File: src/rtl/expr_sig_compactor.sv
// rtl/expr_sig_compactor.sv - MISR compactor folding result beats into one signature.
// Optional golden compare (match, mismatch_sticky) is built when EXPR_SIG_CMP_EN is defined.
module expr_sig_compactor #(
  parameter int            W    = 90,
  parameter int            CW   = 16,
  parameter logic [W-1:0]  POLY = 90'h2D,
  parameter logic [W-1:0]  SEED = 90'h0
) (
  input  logic          clk,
  input  logic          rst_n,
  input  logic          start,
  input  logic [CW-1:0] count,
  input  logic          in_valid,
  output logic          in_ready,
  input  logic [W-1:0]  in_data,
  output logic          busy,
  output logic [CW-1:0] beats,
  output logic          sig_valid,
  input  logic          sig_ack,
`ifdef EXPR_SIG_CMP_EN
  input  logic [W-1:0]  golden,
  output logic          match,
  output logic          mismatch_sticky,
`endif
  output logic [W-1:0]  sig
);

  typedef enum logic [1:0] {
    S_IDLE = 2'd0,
    S_RUN  = 2'd1,
    S_DONE = 2'd2
  } state_t;

  state_t        state_q, state_d;
  logic [W-1:0]  sig_q, sig_d;
  logic [CW-1:0] beats_q, beats_d;
  logic [CW-1:0] remaining_q, remaining_d;
  logic          in_ready_q, in_ready_d;
  logic          sig_valid_q, sig_valid_d;
  logic          busy_q, busy_d;

  logic          accept;
  logic [CW-1:0] beats_inc;
  logic [W-1:0]  sig_shift;

  assign accept    = (state_q == S_RUN) && in_valid && in_ready_q;
  assign beats_inc = beats_q + {{(CW-1){1'b0}}, 1'b1};
  // Galois-style step: shift left, fold the outgoing top bit back through POLY.
  assign sig_shift = {sig_q[W-2:0], 1'b0} ^ (sig_q[W-1] ? POLY : {W{1'b0}});

  always_comb begin
    state_d     = state_q;
    sig_d       = sig_q;
    beats_d     = beats_q;
    remaining_d = remaining_q;
    case (state_q)
      S_IDLE: begin
        if (start) begin
          sig_d       = SEED;
          beats_d     = {CW{1'b0}};
          remaining_d = count;
          state_d     = (count == {CW{1'b0}}) ? S_DONE : S_RUN;
        end
      end
      S_RUN: begin
        if (accept) begin
          sig_d   = sig_shift ^ in_data;
          beats_d = beats_inc;
          if (beats_inc == remaining_q) begin
            state_d = S_DONE;
          end
        end
      end
      S_DONE: begin
        if (sig_ack) begin
          state_d = S_IDLE;
        end
      end
      default: state_d = S_IDLE;
    endcase
    in_ready_d  = (state_d == S_RUN);
    sig_valid_d = (state_d == S_DONE);
    busy_d      = (state_d != S_IDLE);
  end

  always_ff @(posedge clk or negedge rst_n) begin
    if (!rst_n) begin
      state_q     <= S_IDLE;
      sig_q       <= SEED;
      beats_q     <= {CW{1'b0}};
      remaining_q <= {CW{1'b0}};
      in_ready_q  <= 1'b0;
      sig_valid_q <= 1'b0;
      busy_q      <= 1'b0;
    end else begin
      state_q     <= state_d;
      sig_q       <= sig_d;
      beats_q     <= beats_d;
      remaining_q <= remaining_d;
      in_ready_q  <= in_ready_d;
      sig_valid_q <= sig_valid_d;
      busy_q      <= busy_d;
    end
  end

  assign in_ready  = in_ready_q;
  assign sig_valid = sig_valid_q;
  assign busy      = busy_q;
  assign beats     = beats_q;
  assign sig       = sig_q;

`ifdef EXPR_SIG_CMP_EN
  logic [W-1:0] golden_q, golden_d;
  logic         match_q, match_d;
  logic         sticky_q, sticky_d;
  logic         entering_done;

  // Compare against the next signature so match is registered alongside sig_valid.
  assign entering_done = (state_d == S_DONE) && (state_q != S_DONE);

  always_comb begin
    golden_d = golden_q;
    if (state_q == S_IDLE && start) begin
      golden_d = golden;
    end
    match_d  = match_q;
    sticky_d = sticky_q;
    if (state_d != S_DONE) begin
      match_d = 1'b0;
    end else if (entering_done) begin
      match_d  = (sig_d == golden_d);
      sticky_d = sticky_q | (sig_d != golden_d);
    end
  end

  always_ff @(posedge clk or negedge rst_n) begin
    if (!rst_n) begin
      golden_q <= {W{1'b0}};
      match_q  <= 1'b0;
      sticky_q <= 1'b0;
    end else begin
      golden_q <= golden_d;
      match_q  <= match_d;
      sticky_q <= sticky_d;
    end
  end

  assign match           = match_q;
  assign mismatch_sticky = sticky_q;
`else
  // Without the compare option the block only produces the signature.
`endif

endmodule

File: config.mk
export PLATFORM = sky130hd
export DESIGN_NAME = expr_sig_compactor
export DESIGN_NICKNAME = d
export VERILOG_FILES = /design/src/rtl/expr_sig_compactor.sv
export SDC_FILE = /design/constraint.sdc
export NUM_CORES = 1
export LEC_CHECK = 0
export BUFFER_PORTS_ARGS = -buffer_cell sky130_fd_sc_hd__buf_2
export CORE_MARGIN = 3
export CORE_UTILIZATION = 40
export DETAILED_ROUTE_END_ITERATION = 7
export PLACE_DENSITY = 0.67
export SYNTH_ARGS = -nofsm -noshare
export SYNTH_HDL_FRONTEND = slang
export SYNTH_SLANG_ARGS = --single-unit
File: constraint.sdc
create_clock -name clk -period 3 [get_ports clk]
set_input_delay 0.3 -clock clk [delete_from_list [all_inputs] [get_ports clk]]
set_output_delay 0.3 -clock clk [all_outputs]
set_load 0.05 [all_outputs]
* Word level (Yosys, flattened, before mapping)
Cells that the tools add are included.
** Storage, ports and cells
- Register bits :: 127
- Bits of input ports :: 111
- Output and inout bits :: 109
- Logic and storage cells :: 38
** Operators by class
- Add/sub/neg operators :: 1
- Equality and inequality tests :: 7
- Muxes and demuxes :: 13
- Bitwise operators :: 2
- Reductions and logical operators :: 8
** Operators with widths (number)
- $mux W90 :: 2
- $pmux W90 S2 :: 1
- $xor A90 B6 Y90 :: 1
- $xor A90 B90 Y90 :: 1
- $mux W16 :: 2
- $pmux W16 S2 :: 1
- $add A16 B1 Y16 const B :: 1
- $eq A16 B16 Y1 :: 1
- $logic_not A16 Y1 :: 1
- $mux W2 :: 5
- $mux W6 :: 1
- $pmux W2 S3 :: 1
- $eq A2 B1 Y1 const B :: 2
- $eq A2 B2 Y1 const B :: 2
- $ne A2 B2 Y1 const B :: 2
- $reduce_bool A2 Y1 :: 2
- $reduce_and A3 Y1 :: 1
- $logic_and A1 B1 Y1 :: 2
- $logic_not A2 Y1 :: 1
- $reduce_and A2 Y1 :: 1

* Logic depth before layout (Yosys ltp)
Gate-level depths: netlist of run 1.
- Depth in word-level cells :: 6
- Gate-level depth with buffers :: 8
- Depth with buffers taken out :: 7

* Worst setup path before layout of run 1
OpenSTA, ideal clock, no wires.
- Path kind :: flip-flop to flip-flop
- Start point :: reg beats_q[0] (netlist: beats[0])
- End point :: reg in_ready_q (netlist: in_ready)
- Library setup time :: 0.124 ns
- Arrival time :: 2.305 ns
- Data required time :: 2.876 ns
- Setup slack :: 0.571 ns
- Cell stages (with the launch flop) :: 7
- Buffers on the path :: 0
- Period minus slack after synthesis :: 2.429 ns
- Cells stage by stage :: dfrtp_1 -> ha_1 -> nand3_4 -> or4_1 -> a21oi_1 -> o2111ai_2 -> o31a_1
** Between the ends
- Word-level cells in the longest chain between the ends :: 6
** RTL lines
- start: declaration :: line 36 : logic [CW-1:0] beats_q, beats_d;
- start signal: assignment :: line 90 : beats_q <= {CW{1'b0}};
- start signal: assignment :: line 98 : beats_q <= beats_d;
- $add A16 B1 Y16 :: line 47 : assign beats_inc = beats_q + {{(CW-1){1'b0}}, 1'b1};
- $eq A16 B16 Y1 :: line 69 : if (beats_inc == remaining_q) begin
- $mux W2 :: line 69
- $mux W2 :: line 66 : if (accept) begin
- $pmux W2 S3 :: line 56 : case (state_q)
- $eq A2 B1 Y1 :: line 81 : in_ready_d = (state_d == S_RUN);
- net in_ready_d :: line 38 : logic in_ready_q, in_ready_d;
- end signal: assignment :: line 100 : in_ready_q <= in_ready_d;
- end: declaration :: line 38
The timed path passes the listed nets, and every way through them passes these cells.
A chain may end at the register's enable or synchronous reset.

* Worst setup path in the final report of run 1
- Start point :: reg beats_q[0] (netlist: beats[0])
- End point :: reg state_q[0]
** Between the ends
- Word-level cells in the longest chain between the ends :: 5
** RTL lines
- $add A16 B1 Y16 :: line 47
- $eq A16 B16 Y1 :: line 69
- $mux W2 :: line 69
- $mux W2 :: line 66
- $pmux W2 S3 :: line 56
- net state_d[0] :: line 34 : state_t state_q, state_d;
- end signal: assignment :: line 96 : state_q <= state_d;
- end: declaration :: line 34
The timed path passes the listed nets, and every way through them passes these cells.

==> flow_metrics.tcl, run 1 <==
set metrics [dict create \
    numClockSinks 127 \
    drive_above_1_share 0.351 \
    syn-instance-count 592 \
    path_max_fanout 7 \
    crit_path_cell_trace "ha_1, and3_2, and3_1, nor3_1, a21oi_1, or3_1, o31a_1" \
    die_y_um 129 \
    ys_seq_area_frac 0.527 \
    ys_ff_latch 127 \
    nets 920 \
    clock.fmax_mhz 431 \
    ios 220 \
    worst_hold_slack_ns 0.134 \
    grt_pass1_vias 4906 \
    use_met3 0.0668 \
    viasPerCell 5.00 \
    cts_max_level 4 \
    syn-cell-area_um2 6040 \
    via_count 5028 \
    routabilityCongestion 0.802 \
    port_buffers 219 \
    grt_max_degree 58 \
    hold_violations 0 \
    rr_startpoint "beats[0]" \
    firstDrtPassIters 4 \
    ir_drop_v 0.000795 \
    critPathLaunch "beats[0]" \
    core-area_um2 14600 \
    drc 0 \
    setup_viol 0 \
    slew_headroom 0.529 \
    critPathArrivalTime_ns 2.62 \
    dp_hpwl_um 11600 \
    period_share 0.774 \
    drt_iter0_markers 226 \
    p_per_area_nw_per_um2 1260 \
    cpMaxStageDelayCell "dfrtp_1" \
    end_kind "flip-flop" \
    grtUsageMet1 0.249 \
    top_usage_layer "met2" \
    area_delta_synth_final_pct 31.5 \
    fin_crit_ns 2.32 \
    rows 44 \
    power_leakage_nw 3.73 \
    yosysWarnings 0 \
    syn_avg_cell_area_um2 10.2 \
    drv_cap 0 \
    clk-insertion-delay-late_ns 0.41 \
    ctsRootBufferMaster "clkbuf_16" \
    hold_class "primary input to flip-flop" \
    grt_usage 0.194 \
    post-route-util 0.542 \
    path_class "flip-flop to flip-flop" \
    cp_top_family "simple AND/OR/NAND/NOR gates" \
    worst-path-buf-inv 0 \
    clkTransAtPathRegs_ns 0.06 \
    fin_skew_ns 0.00669 \
    post_cts_buffers 0 \
    status "complete, no violations" \
    overflow 0 \
    syn_nets 704 \
    rsz0062_at_grt "false" \
    tns_ns 0 \
    cts_buffers 17 \
    worstHoldStart "count[0]" \
    critical-path-max-stage-delay_ns 0.45 \
    worst_slew_pin_slew_ns 0.704 \
    wirelength_um 15900 \
    num_antenna_cells 0 \
    grt_pass1_wl_um 25200 \
    cp-start-kind "flip-flop" \
    synth.distinct_cells 39 \
    required_ns 3.30 \
    dieArea_um2 16600 \
    clockBufferDepth 2 \
    finalMaxSlewViolations 0 \
    grt_use_met2 0.307 \
    initial_utilization 0.412 \
    drtAntennaViolNets 0 \
    cts_tree "done" \
    antenna_found_initial 1 \
    wl_per_cell_um 15.8 \
    die_w_um 129 \
]
worst register-to-register path: cells and delay by family, from the launching register on:
kind / cells / cell delay (ns)
DFF: 1 / 0.45
AOI/OAI and AO/OA: 2 / 0.36
and+or+nand+nor: 4 / 1.11
adders and majority gates: 1 / 0.31
logic make-up (layout without fill, tap and decap cells):
group,count (synthesis),in the layout,synth area share
flops,127,127,0.527
xor+xnor,117,117,0.170
buf+inv,31,260,0.0214
mux,16,16,0.0299
simple gates,157,157,0.124
compound gates,143,143,0.127
fa+ha+maj,1,1,0.00207
cell type report:
type	count	area, µm²
fill	1382	6710
sequential	127	3180
multi-input combinational	434	2740
timing repair buffer	227	1190
clock buffer	18	439
tap	184	230
clock inverter	14	159
inverter	1	3.75
cell usage after synthesis:
cell | n | area, µm²
o211ai_1 | 1 | 7.51
buf_1 | 1 | 3.75
nand3_1 | 5 | 25.0
buf_2 | 4 | 20.0
inv_1 | 1 | 3.75
a21oi_1 | 9 | 45.0
a22o_1 | 1 | 8.76
mux2_2 | 16 | 180
xor2_1 | 15 | 131
or4_1 | 1 | 7.51
nand4_4 | 1 | 21.3
and2_1 | 3 | 18.8
o21ai_0 | 118 | 591
ha_1 | 1 | 12.5
o41ai_1 | 2 | 17.5
nor3_4 | 1 | 16.3
o2111ai_2 | 1 | 15.0
and3_2 | 1 | 7.51
o21bai_1 | 2 | 15.0
o31a_1 | 2 | 17.5
or3_1 | 2 | 12.5
nor4_1 | 4 | 25.0
nand3_4 | 1 | 17.5
o31ai_1 | 4 | 30.0
nand3_2 | 1 | 10.0
nor2_1 | 16 | 60.1
and3_1 | 6 | 37.5
nor2_4 | 1 | 11.3
and4_4 | 3 | 33.8
nor3_1 | 3 | 15.0
buf_6 | 1 | 11.3
or4_2 | 1 | 8.76
nor4_2 | 1 | 12.5
xnor2_1 | 102 | 893
dfrtp_1 | 127 | 3180
a31oi_1 | 3 | 18.8
nand2_1 | 103 | 387
nand4_1 | 3 | 18.8
clkbuf_1 | 24 | 90.1
timing repair:
item	4_1_cts	5_1_grt
hold buffers	1	0
gates resized for setup	0	0
hold endpoints to repair	43	0
flip-flops by register name, indices dropped and copies added (netlist names):
register and cells:
remaining_q 16, beats 16, sig_valid 1, state_q 2
busy 1, in_ready 1, sig 90
path summary, 6_finish.rpt:
| path | slack, ns | cells after the start | endpoint |
|---|---|---|---|
| max | 0.68 | 7 | state_q[0] |
| min | 0.13 | 2 | remaining_q[0] |
| max reg2reg | 0.68 | 7 | state_q[0] |
| min reg2reg | 0.52 | 2 | sig[35] |
| max in group asynchronous | 1.68 | 3 | sig[42] |
| min in group asynchronous | 0.45 | 2 | sig[48] |
report_power, final:
| group | switching, W | total (W) | internal (W) |
|---|---|---|---|
| Clock | 0.000803 | 0.00206 | 0.00126 |
| Sequential | 0.000771 | 0.00322 | 0.00245 |
| Combinational | 0.00333 | 0.00468 | 0.00135 |
| Total | 0.00490 | 0.00996 | 0.00506 |
layer usage:
layer | vias to the layer above | share of wire | wire length (µm)
li1 | 2437 | - | -
met4 | 2 | 0.014 | 223
met5 | - | 0.00082 | 13
met3 | 18 | 0.080 | 1280
met1 | 2403 | 0.43 | 6840
met2 | 168 | 0.48 | 7570
cell usage in the layout, fill, tap and decap left out, types with 3 or more instances in the layout:
| cell type | n |
|---|---|
| a21oi_1 | 8 |
| a31oi_1 | 3 |
| and2_1 | 3 |
| and3_1 | 6 |
| and4_4 | 3 |
| buf_2 | 218 |
| buf_4 | 6 |
| clkbuf_16 | 17 |
| clkinv_4 | 4 |
| clkinvlp_4 | 4 |
| dfrtp_1 | 127 |
| mux2_2 | 16 |
| nand2_1 | 103 |
| nand3_1 | 5 |
| nand4_1 | 3 |
| nor2_1 | 16 |
| nor3_1 | 3 |
| nor4_1 | 4 |
| o21ai_0 | 118 |
| o31ai_1 | 4 |
| xnor2_1 | 102 |
| xor2_1 | 15 |
per-stage QoR:
stage	cells	setup slack [ns]	area (µm²)	total power (W)
floorplan	592	0.571	6040	0.00667
global placement	972	0.711	7330	0.00790
detailed placement	972	0.679	7330	0.00796
CTS	1005	0.683	7940	0.0101
global route	1005	0.566	7940	0.0105
finish	1005	0.679	7940	0.00996
(Power assumes the default switching activity.)
==> run 2, diff against run 1 <==
--- a/config.mk
+++ b/config.mk
@@ -5,11 +5,12 @@
 export SDC_FILE = /design/constraint.sdc
 export NUM_CORES = 1
 export LEC_CHECK = 0
+export ABC_AREA = 1
 export BUFFER_PORTS_ARGS = -buffer_cell sky130_fd_sc_hd__buf_2
 export CORE_MARGIN = 3
 export CORE_UTILIZATION = 40
 export DETAILED_ROUTE_END_ITERATION = 7
-export PLACE_DENSITY = 0.67
+export PLACE_DENSITY = 0.69
 export SYNTH_ARGS = -nofsm -noshare
 export SYNTH_HDL_FRONTEND = slang
 export SYNTH_SLANG_ARGS = --single-unit
==> constraint.sdc (replaced) <==
create_clock -name clk -period 1.9 [get_ports clk]
set_input_delay 0.19 -clock clk [delete_from_list [all_inputs] [get_ports clk]]
set_output_delay 0.19 -clock clk [all_outputs]
set_load 0.05 [all_outputs]
==> flow_metrics.tcl, run 2 <==
set metrics [dict create \
    status "complete, no violations" \
    setup_viol 0 \
    worstHoldPathCells 3 \
    cts_buffers 17 \
    wirelength_um 17900 \
    period_share 0.981 \
    ios 220 \
    synth.top_cell.area_share 0.503 \
    synth.top_cells.by_count "195 x nand2_1, 127 x dfrtp_1, 116 x o21ai_0" \
    syn-instance-count 728 \
    wl_per_cell_um 15.2 \
    drc 0 \
    antenna_found_initial 0 \
    cts_tree "done" \
    synth.distinct_cells 26 \
    area_delta_synth_final_pct 33.4 \
    ys_seq_area_frac 0.503 \
    crit_path_cell_trace "ha_4, nand2_4, nor2_4, nand4_1, buf_4, nand3_2, nand2_2, nand3_1, nor2_1, nand3b_1, nand2_1, nand2_2, nand2_1" \
    num-fill-cells 1443 \
    yosysTopAreaCell "dfrtp_1" \
    worst_slew_pin_slew_ns 0.435 \
    required_ns 2.20 \
    p_per_area_nw_per_um2 2150 \
    grt_pass1_wl_um 29100 \
    finalNonFillerCells 1176 \
    firstDrtPassIters 5 \
    ys_top_cells_by_area "dfrtp_1 50%, xnor2_1 12%, nand2_1 12%" \
    initial_utilization 0.412 \
    power_leakage_nw 4.16 \
    die_y_um 132 \
    fin_crit_ns 1.86 \
    path_max_fanout 7 \
    worst-path-buf-inv 1 \
    port_buffers 219 \
    grt_pass1_vias 5717 \
    end_kind "flip-flop" \
    cpMaxStageDelayCell "dfrtp_2" \
    synth_ff_type "dfrtp_1" \
    syn_avg_cell_area_um2 8.67 \
    hold_violations 0 \
    rsz0062_at_grt "true" \
    clk-insertion-delay-late_ns 0.42 \
    drtAntennaViolNets 0 \
    clockBufferDepth 2 \
    yosys.cell_count.top_type "nand2_1" \
    overflow 0 \
    setup_ws_ns 0.0365 \
    ir_drop_v 0.00159 \
    clock.fmax_mhz 537 \
    syn-cell-area_um2 6310 \
    viasPerCell 4.82 \
    path_class "flip-flop to flip-flop" \
    ctsRootBufferMaster "clkbuf_16" \
    hold_class "primary input to flip-flop" \
    routabilityCongestion 0.876 \
    slew_headroom 0.710 \
    largest_register_ffs 90 \
    cp_top_family "simple AND/OR/NAND/NOR gates" \
    finalMaxSlewViolations 0 \
    worstHoldStart "in_data[61]" \
    drt_iter0_markers 300 \
    grt_usage 0.208 \
    fin_skew_ns 0.0165 \
    via_count 5669 \
    nets 1065 \
    syn_nets 840 \
    drive_above_1_share 0.318 \
    layout_commonest_cell "buf_2" \
    dieArea_um2 17300 \
    hold_end "sig[61]" \
    core-area_um2 15300 \
    rr_worst_depth 13 \
    critical-path-max-stage-delay_ns 0.43 \
    num_antenna_cells 0 \
    regToRegEndpoint "busy" \
    pre_cts_ws_ns 0.0417 \
    cts_max_level 4 \
    ff2ff_setup_slack_ns 0.04 \
    yosysWarnings 0 \
    synth_edf_count 0 \
    critPathArrivalTime_ns 2.16 \
    clkTransAtPathRegs_ns 0.06 \
    rr_startpoint "beats[0]" \
    rows 45 \
    synthArstFlopShare 1.00 \
    numClockSinks 127 \
    ys_ff_latch 127 \
    grt_max_degree 99 \
    dp.cells 1141 \
    die_w_um 132 \
    drv_cap 0 \
    cp-start-kind "flip-flop" \
    dp_hpwl_um 12900 \
    layout_common_cells "218 x buf_2, 188 x nand2_1, 120 x dfrtp_1" \
]
## run 2: changes by cell type in the layout (fill, tap and decap cells not counted), moves of 7 or more
cell      previous run  this run
nand4_1              3        13
dfrtp_2              0         7
inv_1                1        59
mux2_2              16         0
o22ai_1              0         7
nand2_2              0        12
a21oi_1              8         0
xnor2_1            102        90
dfrtp_1            127       120
nand3_2              1         8
xor2_1              15         3
nand2_1            103       188
nand3b_1             0         7
nand3_1              5        36
## run 2: what timing repair did
item                                   in CTS  in global routing
hold buffers                                1                  0
gates resized for setup                     0                 20
endpoints found under the hold margin      25                  0
buffers inserted                            0                  3
setup endpoints to repair                   0                  5
## run 2: cells by family (layout without fill, tap and decap cells)
| logic type | count (synthesis) | count (layout) | share of synthesized area |
|---|---|---|---|
| AOI/OAI and AO/OA | 124 | 124 | 0.0997 |
| xor gates and xnor gates | 93 | 93 | 0.129 |
| adders and majority gates | 1 | 1 | 0.00198 |
| buffers and inverters | 90 | 327 | 0.0561 |
| DFF | 127 | 127 | 0.503 |
| and+or+nand+nor | 293 | 293 | 0.210 |
## run 2: worst max-delay path by stage
stage              from  endpoint  slack (ns)  cells past startpoint
2_1_floorplan  beats[7]      busy       0.002                     13
3_3_place_gp   beats[0]      busy        0.09                     15
3_5_place_dp   beats[0]      busy        0.04                     15
4_1_cts        beats[0]      busy        0.03                     14
5_1_grt        beats[0]      busy       -0.16                     14
6_report       beats[0]      busy        0.04                     13
## run 2: tightest hold or removal path: cells and delay by family
kind                      cells  cell delay [ns]
xor gates and xnor gates      1             0.10
buffers and inverters         1             0.08
AOI/OAI and AO/OA             1             0.06
## run 2: stage by stage
step                total power (W)  setup TNS (ns)  hold WS (ns)  cell area, µm²   util
CTS                          0.0181               0        0.0346            8340  0.544
finish                       0.0181               0        0.0521            8420  0.550
global placement             0.0145               0         0.146            7700  0.503
global route                 0.0192          -0.657        0.0469            8420  0.550
detailed placement           0.0146               0         0.145            7700  0.503
floorplan                    0.0121               0        -0.106            6330      -
## run 2: area by class of cell
type | count | area [µm²] | area share
clock inverters | 10 | 160 | 0.0190
multi-input cells | 511 | 2860 | 0.340
clock buffers | 21 | 460 | 0.0547
repair buffers | 232 | 1250 | 0.148
well taps | 211 | 264 | 0.0313
flip-flops and latches | 127 | 3190 | 0.378
inverters | 64 | 241 | 0.0287
## run 2: routing by layer
metal | global-route usage | vias up | share of wire
met4 | 0.0823 | 0 | 0.023
met3 | 0.0720 | 37 | 0.073
met2 | 0.338 | 190 | 0.49
met5 | 0 | - | 0
met1 | 0.255 | 2663 | 0.42
li1 | - | 2779 | -
## run 2: power breakdown
part | leakage (nW) | switching [W] | internal [W] | total (W)
registers | 1.56 | 0.00141 | 0.00400 | 0.00541
logic | 2.29 | 0.00667 | 0.00256 | 0.00923
clock network | 0.303 | 0.00117 | 0.00226 | 0.00343
total | 4.16 | 0.00925 | 0.00882 | 0.0181
